File: config.mk
export PLATFORM = sky130hd
export DESIGN_NAME = control_sequencer
export DESIGN_NICKNAME = d
export VERILOG_FILES = /design/src/rtl/sap_ctrl_pkg.sv /design/src/rtl/step_sync.sv /design/src/rtl/control_sequencer.sv
export SDC_FILE = /design/constraint.sdc
export NUM_CORES = 1
export LEC_CHECK = 0
export ABC_AREA = 0
export BUFFER_PORTS_ARGS = -buffer_cell sky130_fd_sc_hd__buf_2
export CORE_UTILIZATION = 39
export CTS_CLUSTER_DIAMETER = 40
export DETAILED_ROUTE_END_ITERATION = 8
export PLACE_DENSITY = 0.76
export SLEW_MARGIN = 10
export SYNTH_ARGS = -nofsm -noshare
export SYNTH_HDL_FRONTEND = slang
export SYNTH_HIERARCHICAL = 1
export SYNTH_SLANG_ARGS = --single-unit
export TNS_END_PERCENT = 30
File: constraint.sdc
create_clock -name CLK -period 2 [get_ports CLK]
set_input_delay 0.4 -clock CLK [delete_from_list [all_inputs] [get_ports CLK]]
set_output_delay 0.4 -clock CLK [all_outputs]
set_load 0.03 [all_outputs]
File: src/rtl/sap_ctrl_pkg.sv
// Shared definitions for the SAP microcoded control path.
// Holds the control-word width, control-bit positions, opcode values,
// the microstep type, the sequencer state enum and the ROM address helper.
package sap_ctrl_pkg;

  localparam int unsigned CW_WIDTH   = 18;
  localparam int unsigned ADDR_WIDTH = 7;
  localparam int unsigned STEP_WIDTH = 3;
  localparam int unsigned LAST_STEP  = 4;

  // Control word bit positions
  localparam int unsigned HLT_BIT = 17;
  localparam int unsigned MI_BIT  = 16;
  localparam int unsigned RI_BIT  = 15;
  localparam int unsigned RO_BIT  = 14;
  localparam int unsigned IO_BIT  = 13;
  localparam int unsigned AI_BIT  = 12;
  localparam int unsigned II_BIT  = 11;
  localparam int unsigned AO_BIT  = 10;
  localparam int unsigned SUM_BIT = 9;
  localparam int unsigned SUB_BIT = 8;
  localparam int unsigned BI_BIT  = 7;
  localparam int unsigned OI_BIT  = 6;
  localparam int unsigned CE_BIT  = 5;
  localparam int unsigned CO_BIT  = 4;
  localparam int unsigned J_BIT   = 3;
  localparam int unsigned FI_BIT  = 2;
  localparam int unsigned JC_BIT  = 1;
  localparam int unsigned JZ_BIT  = 0;

  // Opcodes (IR[7:4])
  localparam logic [3:0] OP_NOP = 4'h0;
  localparam logic [3:0] OP_LDA = 4'h1;
  localparam logic [3:0] OP_ADD = 4'h2;
  localparam logic [3:0] OP_SUB = 4'h3;
  localparam logic [3:0] OP_STA = 4'h4;
  localparam logic [3:0] OP_LDI = 4'h5;
  localparam logic [3:0] OP_JMP = 4'h6;
  localparam logic [3:0] OP_JC  = 4'h7;
  localparam logic [3:0] OP_JZ  = 4'h8;
  localparam logic [3:0] OP_OUT = 4'hE;
  localparam logic [3:0] OP_HLT = 4'hF;

  typedef logic [STEP_WIDTH-1:0] step_t;

  typedef enum logic {
    SEQ_RUN  = 1'b0,
    SEQ_HALT = 1'b1
  } seq_state_e;

  // Microcode ROM address: opcode in the upper nibble, microstep below.
  function automatic logic [ADDR_WIDTH-1:0] rom_addr(input logic [3:0] opcode, input step_t step);
    return {opcode, step};
  endfunction

endpackage

File: src/rtl/step_sync.sv
// Synchroniser plus rising-edge detector for the asynchronous STEP_REQ button.
// Ports:
//   clk, rst  clock and async active-high reset
//   req       raw asynchronous request
//   pulse_c   one-cycle pulse on the synchronised rising edge (combinational from flops)
module step_sync #(
  parameter int unsigned STAGES = 2
) (
  input  logic clk,
  input  logic rst,
  input  logic req,
  output logic pulse_c
);

  logic [STAGES-1:0] sync_q;
  logic              prev_q;

  // Shift chain: sync_q[0] is the metastability-exposed flop.
  always_ff @(posedge clk or posedge rst) begin
    if (rst) begin
      sync_q <= '0;
      prev_q <= 1'b0;
    end else begin
      sync_q <= {sync_q[STAGES-2:0], req};
      prev_q <= sync_q[STAGES-1];
    end
  end

  assign pulse_c = sync_q[STAGES-1] & ~prev_q;

endmodule

File: src/rtl/control_sequencer.sv
// Microcode sequencer: instruction register, microstep counter, halt latch
// and the datapath clock enable (free-run or manual single-step).
// Ports:
//   CLK, RST    clock and async active-high reset
//   MODE        0 free-run, 1 manual single-step
//   STEP_REQ    async push-button, one advance per rising edge in manual mode
//   BUS_IN      system bus, loaded into IR when the word asserts II
//   CTRL_WORD   microcode ROM data for the current ADDRESS
//   ADDRESS     {IR[7:4], STEP} to the ROM
//   CTRL_OUT    control word to the datapath, zeroed when halted or step illegal
//   CLK_EN      datapath enable, high in the cycle the sequencer advances
//   IR_OPERAND  IR[3:0]
//   STEP        current microstep
//   HALTED      halt latch
module control_sequencer #(
  parameter int unsigned CW_WIDTH    = sap_ctrl_pkg::CW_WIDTH,
  parameter int unsigned LAST_STEP   = sap_ctrl_pkg::LAST_STEP,
  parameter int unsigned HLT_BIT     = sap_ctrl_pkg::HLT_BIT,
  parameter int unsigned II_BIT      = sap_ctrl_pkg::II_BIT,
  parameter int unsigned EARLY_END   = 1,
  parameter int unsigned SYNC_STAGES = 2
) (
  input  logic                CLK,
  input  logic                RST,
  input  logic                MODE,
  input  logic                STEP_REQ,
  input  logic [7:0]          BUS_IN,
  input  logic [CW_WIDTH-1:0] CTRL_WORD,
  output logic [6:0]          ADDRESS,
  output logic [CW_WIDTH-1:0] CTRL_OUT,
  output logic                CLK_EN,
  output logic [3:0]          IR_OPERAND,
  output logic [2:0]          STEP,
  output logic                HALTED
);

  import sap_ctrl_pkg::*;

  seq_state_e          state_q, state_d;
  step_t               step_q, step_d;
  logic [7:0]          ir_q, ir_d;
  logic                rst_q;
  logic                pulse_c;
  logic                clk_en_c;
  logic                step_legal_c;
  logic [CW_WIDTH-1:0] ctrl_out_c;

  step_sync #(.STAGES(SYNC_STAGES)) u_step_sync (
    .clk     (CLK),
    .rst     (RST),
    .req     (STEP_REQ),
    .pulse_c (pulse_c)
  );

  // Holds the enable off for the first cycle after reset release.
  always_ff @(posedge CLK or posedge RST) begin
    if (RST) rst_q <= 1'b1;
    else     rst_q <= 1'b0;
  end

  // Sequencer state register
  always_ff @(posedge CLK or posedge RST) begin
    if (RST) begin
      state_q <= SEQ_RUN;
      step_q  <= '0;
      ir_q    <= '0;
    end else begin
      state_q <= state_d;
      step_q  <= step_d;
      ir_q    <= ir_d;
    end
  end

  assign step_legal_c = (step_q <= STEP_WIDTH'(LAST_STEP));
  assign clk_en_c     = (state_q == SEQ_RUN) && !rst_q && (MODE ? pulse_c : 1'b1);
  // Out-of-range steps read undefined ROM rows, so the word is masked there.
  assign ctrl_out_c   = (step_legal_c && (state_q == SEQ_RUN)) ? CTRL_WORD : '0;

  // Next-state: IR load, halt entry and microstep advance
  always_comb begin
    state_d = state_q;
    step_d  = step_q;
    ir_d    = ir_q;
    case (state_q)
      SEQ_RUN: begin
        if (clk_en_c) begin
          if (ctrl_out_c[II_BIT]) ir_d = BUS_IN;
          if (ctrl_out_c[HLT_BIT]) begin
            state_d = SEQ_HALT;
          end else if (step_q >= STEP_WIDTH'(LAST_STEP)) begin
            step_d = '0;
          end else if ((EARLY_END != 0) && (step_q >= STEP_WIDTH'(2)) && (CTRL_WORD == '0)) begin
            step_d = '0;
          end else begin
            step_d = step_q + STEP_WIDTH'(1);
          end
        end
      end
      SEQ_HALT: begin
        state_d = SEQ_HALT;
      end
      default: begin
        state_d = SEQ_RUN;
      end
    endcase
  end

  assign ADDRESS    = rom_addr(ir_q[7:4], step_q);
  assign CTRL_OUT   = ctrl_out_c;
  assign CLK_EN     = clk_en_c;
  assign IR_OPERAND = ir_q[3:0];
  assign STEP       = step_q;
  assign HALTED     = (state_q == SEQ_HALT);

endmodule

; ---- After elaboration in Yosys (flattened, before gate mapping)
; Index checks and enable logic that the tools add are counted.
[word_totals]
out_inout_bits = 34
register_bits = 16
[op_classes]
n_reduce_logical = 8
n_addsub = 1
bitwise = 4
order_cmp = 3
muxes = 7
[op_table]
columns = cell, count
row1 = $logic_not 18->1, 1
row2 = $mux 18, 1
row3 = $mux 3, 2
row4 = $reduce_and 3->1, 2
row5 = $logic_and 1x1->1, 4
row6 = $add 3x1->3 const B, 1
row7 = $ge 3x2->1 const B, 1
row8 = $ge 3x3->1 const B, 1
row9 = $le 3x3->1 const B, 1
row10 = $mux 1, 3
row11 = $not 1->1, 3
row12 = $pmux 1 s2, 1
row13 = $and 1x1->1, 1
row14 = $logic_not 1->1, 1

; ---- Longest topological paths before layout
[depth]
word_depth = 6
mapped_depth = 7

; ---- By module
; The synthesis kept the hierarchy.
[modules_own_cells]
columns = module, n_inst, area_each_um2, seq_area_each_um2, cells_per_inst
row1 = control_sequencer, 1, 745.7, 326.6, 74
row2 = step_sync, 1, 92.6, 75.1, 5

; ---- Worst setup path before layout
; No wires, ideal clock.
[synth_path]
path_kind = flip-flop to flip-flop
startpoint = reg state_q, in the netlist HALTED
endpoint = reg ir_q[0]
path_stages_with_launch = 4
setup_slack_ps = -147
n_path_buf = 0
arrival_time_ps = 2022
cell_sequence = dfrtp_1 -> nor3_1 -> nand3_2 -> mux2_2
[synth_between]
elab_chain_len = 4
[synth_lines]
columns = item, line_no
row1 = from (decl), control_sequencer.sv:39  ; seq_state_e state_q, state_d;
row2 = from (signal assigned), control_sequencer.sv:68  ; state_q <= state_d;
row3 = $not 1->1 (no line), n/a
row4 = $logic_and 1x1->1 (2 in series), control_sequencer.sv:75  ; assign clk_en_c = (state_q == SEQ_RUN) && !rst_q && (MODE ? pulse_c : 1'b1);
row5 = via CLK_EN, control_sequencer.sv:31  ; output logic CLK_EN,
row6 = $reduce_and 3->1 (no line), n/a
row7 = to (signal assigned), control_sequencer.sv:70  ; ir_q <= ir_d;
row8 = to (decl), control_sequencer.sv:41  ; logic [7:0] ir_q, ir_d;
; The timed path passes the listed nets, and every way through them passes these cells.
; A chain may end at the register's enable or synchronous reset.

; ---- Worst setup path after layout
[layout_path]
startpoint = reg step_q[0], in the netlist STEP[0]
endpoint = out CTRL_OUT[0]
[layout_between]
elab_chain_len = 3
[layout_lines]
columns = item, line_no
row1 = from (decl), control_sequencer.sv:40  ; step_t step_q, step_d;
row2 = from (signal assigned), control_sequencer.sv:69  ; step_q <= step_d;
row3 = $le 3x3->1, control_sequencer.sv:74  ; assign step_legal_c = (step_q <= STEP_WIDTH'(LAST_STEP));
row4 = $logic_and 1x1->1, control_sequencer.sv:77  ; assign ctrl_out_c = (step_legal_c && (state_q == SEQ_RUN)) ? CTRL_WORD : '0;
row5 = $mux 18, control_sequencer.sv:77
row6 = to (decl), control_sequencer.sv:30  ; output logic [CW_WIDTH-1:0] CTRL_OUT,
; Every way passes these cells.

==> flow_metrics.env <==
export IMPL_grt_pass1_vias=801
export IMPL_multi_input_area_um2=450
export IMPL_final_util_pct=73.2
export IMPL_placedCellCount=167
export IMPL_rsz0062_at_grt="true"
export IMPL_syn_avg_cell_area_um2=10.6
export IMPL_route_detailed_drc=0
export IMPL_clk_latency_ps=270
export IMPL_drive_above_1_share_pct=70.7
export IMPL_cts_max_path_buffers=2
export IMPL_outcome="finished clean"
export IMPL_wl_per_cell_um=12.9
export IMPL_min_from="STEP_REQ"
export IMPL_cts_sinks=16
export IMPL_fillCellCount=127
export IMPL_min_period_ps=1980
export IMPL_critPathKind="reg2out"
export IMPL_skew_ps=4.93
export IMPL_worst_hold_slack_ps=229
export IMPL_synth_edf_count=0
export IMPL_yosysTopAreaCellShare_pct=44.8
export IMPL_grt_pass1_wl_um=3270
export IMPL_grt_max_degree=14
export IMPL_yosys_top_cells_area="dfrtp_1, and2_1, mux2_2, dfstp_2, ha_1"
export IMPL_start_kind="register"
export IMPL_holdPathEnd="u_step_sync/sync_q[0]$_DFF_PP0_"
export IMPL_crit_fanout=8
export IMPL_antenna_found_initial=0
export IMPL_crit_arrival_ps=1580
export IMPL_layout_cells_non_filler=177
export IMPL_fin_ws_ps=22.8
export IMPL_grt_use_total_pct=17.6
export IMPL_netlist_area_um2=838
export IMPL_dr_pass1_iters=4
export IMPL_cts_made_buffers=3
export IMPL_seq_area_um2=402
export IMPL_place_ws_ps=-204
export IMPL_ys_warnings_count=6
export IMPL_clk_pin_slew_ps=90
export IMPL_worst_hold_path_num_cells=1
export IMPL_core_region_area_um2=1980
export IMPL_powerDensity_nw_per_um2=1540
export IMPL_dieArea_um2=2340
export IMPL_vias_per_cell=4.77
export IMPL_gp_congestion=0.774
export IMPL_yosysMostFrequentCell="and2_1"
export IMPL_tns_ps=0
export IMPL_fin_crit_sh_pct=98.9
export IMPL_design_area_um2=1450
export IMPL_max_cap_violations=0
export IMPL_ys_flop_type="dfrtp_1"
export IMPL_end_kind="primary output"
export IMPL_synth_common_cells="and2_1, dfrtp_1, mux2_2"
export IMPL_grt_overflow=0
export IMPL_die_x_um=48.4
export IMPL_dp_hpwl_um=1470
export IMPL_p_total_mw=2.23
export IMPL_wl_um=2280
export IMPL_initialDrtViolationCount=11
export IMPL_clockRootBuffer="clkbuf_4"
export IMPL_hold_violations=0
export IMPL_htreeDepth=1
export IMPL_tritoncts="done"
export IMPL_r2r_start="STEP[0]$_DFFE_PP0P_"
export IMPL_async_flop_share_pct=100
export IMPL_diodes=0
export IMPL_rr_worst_depth=6
export IMPL_min_path_type="in2reg"
export IMPL_numPortBuffers=63
export IMPL_slew_violations=0
export IMPL_synthesis_nets=111
export IMPL_syn_to_final_growth_pct=73.0
export IMPL_nets=183
export IMPL_rows=16
export IMPL_seq_area_frac_synth_pct=47.9
export IMPL_dpl_cell_area_um2=1180
export IMPL_ios=64
export IMPL_ys_types=26
export IMPL_yosysTopAreaCell="dfrtp_1"
export IMPL_fmax_ghz=0.506
export IMPL_irDropWorstVdd_v=0.00100
export IMPL_critical_path_required_ps=1600
export IMPL_r2r_end="STEP[2]$_DFFE_PP0P_"
export IMPL_ys_seq_elements=16
export IMPL_worst_r2r_setup_slack_ps=220
export IMPL_initial_core_util_pct=42.3
export IMPL_syn_inst=79
export IMPL_ant_nets=0
export IMPL_setup_violations=0
export IMPL_p_leak_nw=0.768
export IMPL_die_h_um=48.4
export IMPL_vias=844
-- layer usage --
layer	track usage, %	vias to the layer above	share of wire, %
li1	-	405	-
met1	18.5	382	40
met2	33.8	53	48
met3	5.35	4	10
met4	4.41	0	1.7
met5	0	-	0
-- critical path: stages, from the launching register on --
cell      delay (ps)
dfrtp_1          390
inv_1             60
ha_1             130
nand2b_4         110
nor2b_4          190
buf_6            140
and2_4           150
buf_6            120
-- where the power goes --
group | internal (mW) | switching, mW
clock | 0.111 | 0.0943
combinational | 0.656 | 0.845
sequential | 0.447 | 0.0773
-- flip-flops by register name (all words and copies together), names as in the netlist --
name	cells
HALTED	1
STEP	3
ir_q	8
rst_q	1
u_step_sync/prev_q	1
u_step_sync/sync_q	2
-- cell families after synthesis --
group | Yosys count | synth area share (%)
buffers and inverters | 10 | 5.82
flip-flops | 16 | 47.9
multiplexers | 8 | 10.7
adder cells (fa/ha/maj) | 2 | 2.98
AO/OA/AOI/OAI | 6 | 5.07
AND/OR/NAND/NOR | 36 | 27.0
other | 1 | 0.447
-- layout by cell type (no fill, tap or decap), types with 2 or more instances in the layout --
cell / synthesis / layout
and2_4: 0 / 17
buf_2: 0 / 45
dfrtp_1: 15 / 15
nor2b_4: 1 / 2
mux2_2: 8 / 8
clkbuf_4: 0 / 3
buf_4: 3 / 5
o21ai_1: 2 / 2
ha_1: 2 / 2
nor4_1: 3 / 3
buf_6: 0 / 21
nand2_1: 3 / 3
inv_1: 5 / 5
-- worst max path at each step --
stage	from	end	slack, ps	cells after the start
floorplan	STEP[0]$_DFFE_PP0P_	CTRL_OUT[10]	-120	7
CTS	STEP[0]$_DFFE_PP0P_	CTRL_OUT[10]	-9	7
detailed placement	STEP[0]$_DFFE_PP0P_	ir_q[7]$_DFFE_PP0P_	-200	6
global placement	STEP[1]$_DFFE_PP0P_	ir_q[5]$_DFFE_PP0P_	-70	6
finish	STEP[0]$_DFFE_PP0P_	CTRL_OUT[0]	20	7
global route	STEP[0]$_DFFE_PP0P_	CTRL_OUT[0]	-70	7
-- what timing repair did --
| action | in CTS | in global routing |
|---|---|---|
| gates cloned | 0 | 1 |
| resized for setup | 29 | 31 |
| endpoints found under the setup margin | 26 | 18 |
| hold buffers | 1 | 0 |
| endpoints found under the hold margin | 3 | 0 |
| setup buffers | 3 | 1 |
-- final cells by class --
cell class,count,share of cell area (%)
clock buffers,4,2.50
inverters,5,1.29
multi-input cells,53,31.1
flip-flops and latches,16,27.7
well taps,27,2.33
repair buffers,72,35.1
(Power assumes the default switching activity.)
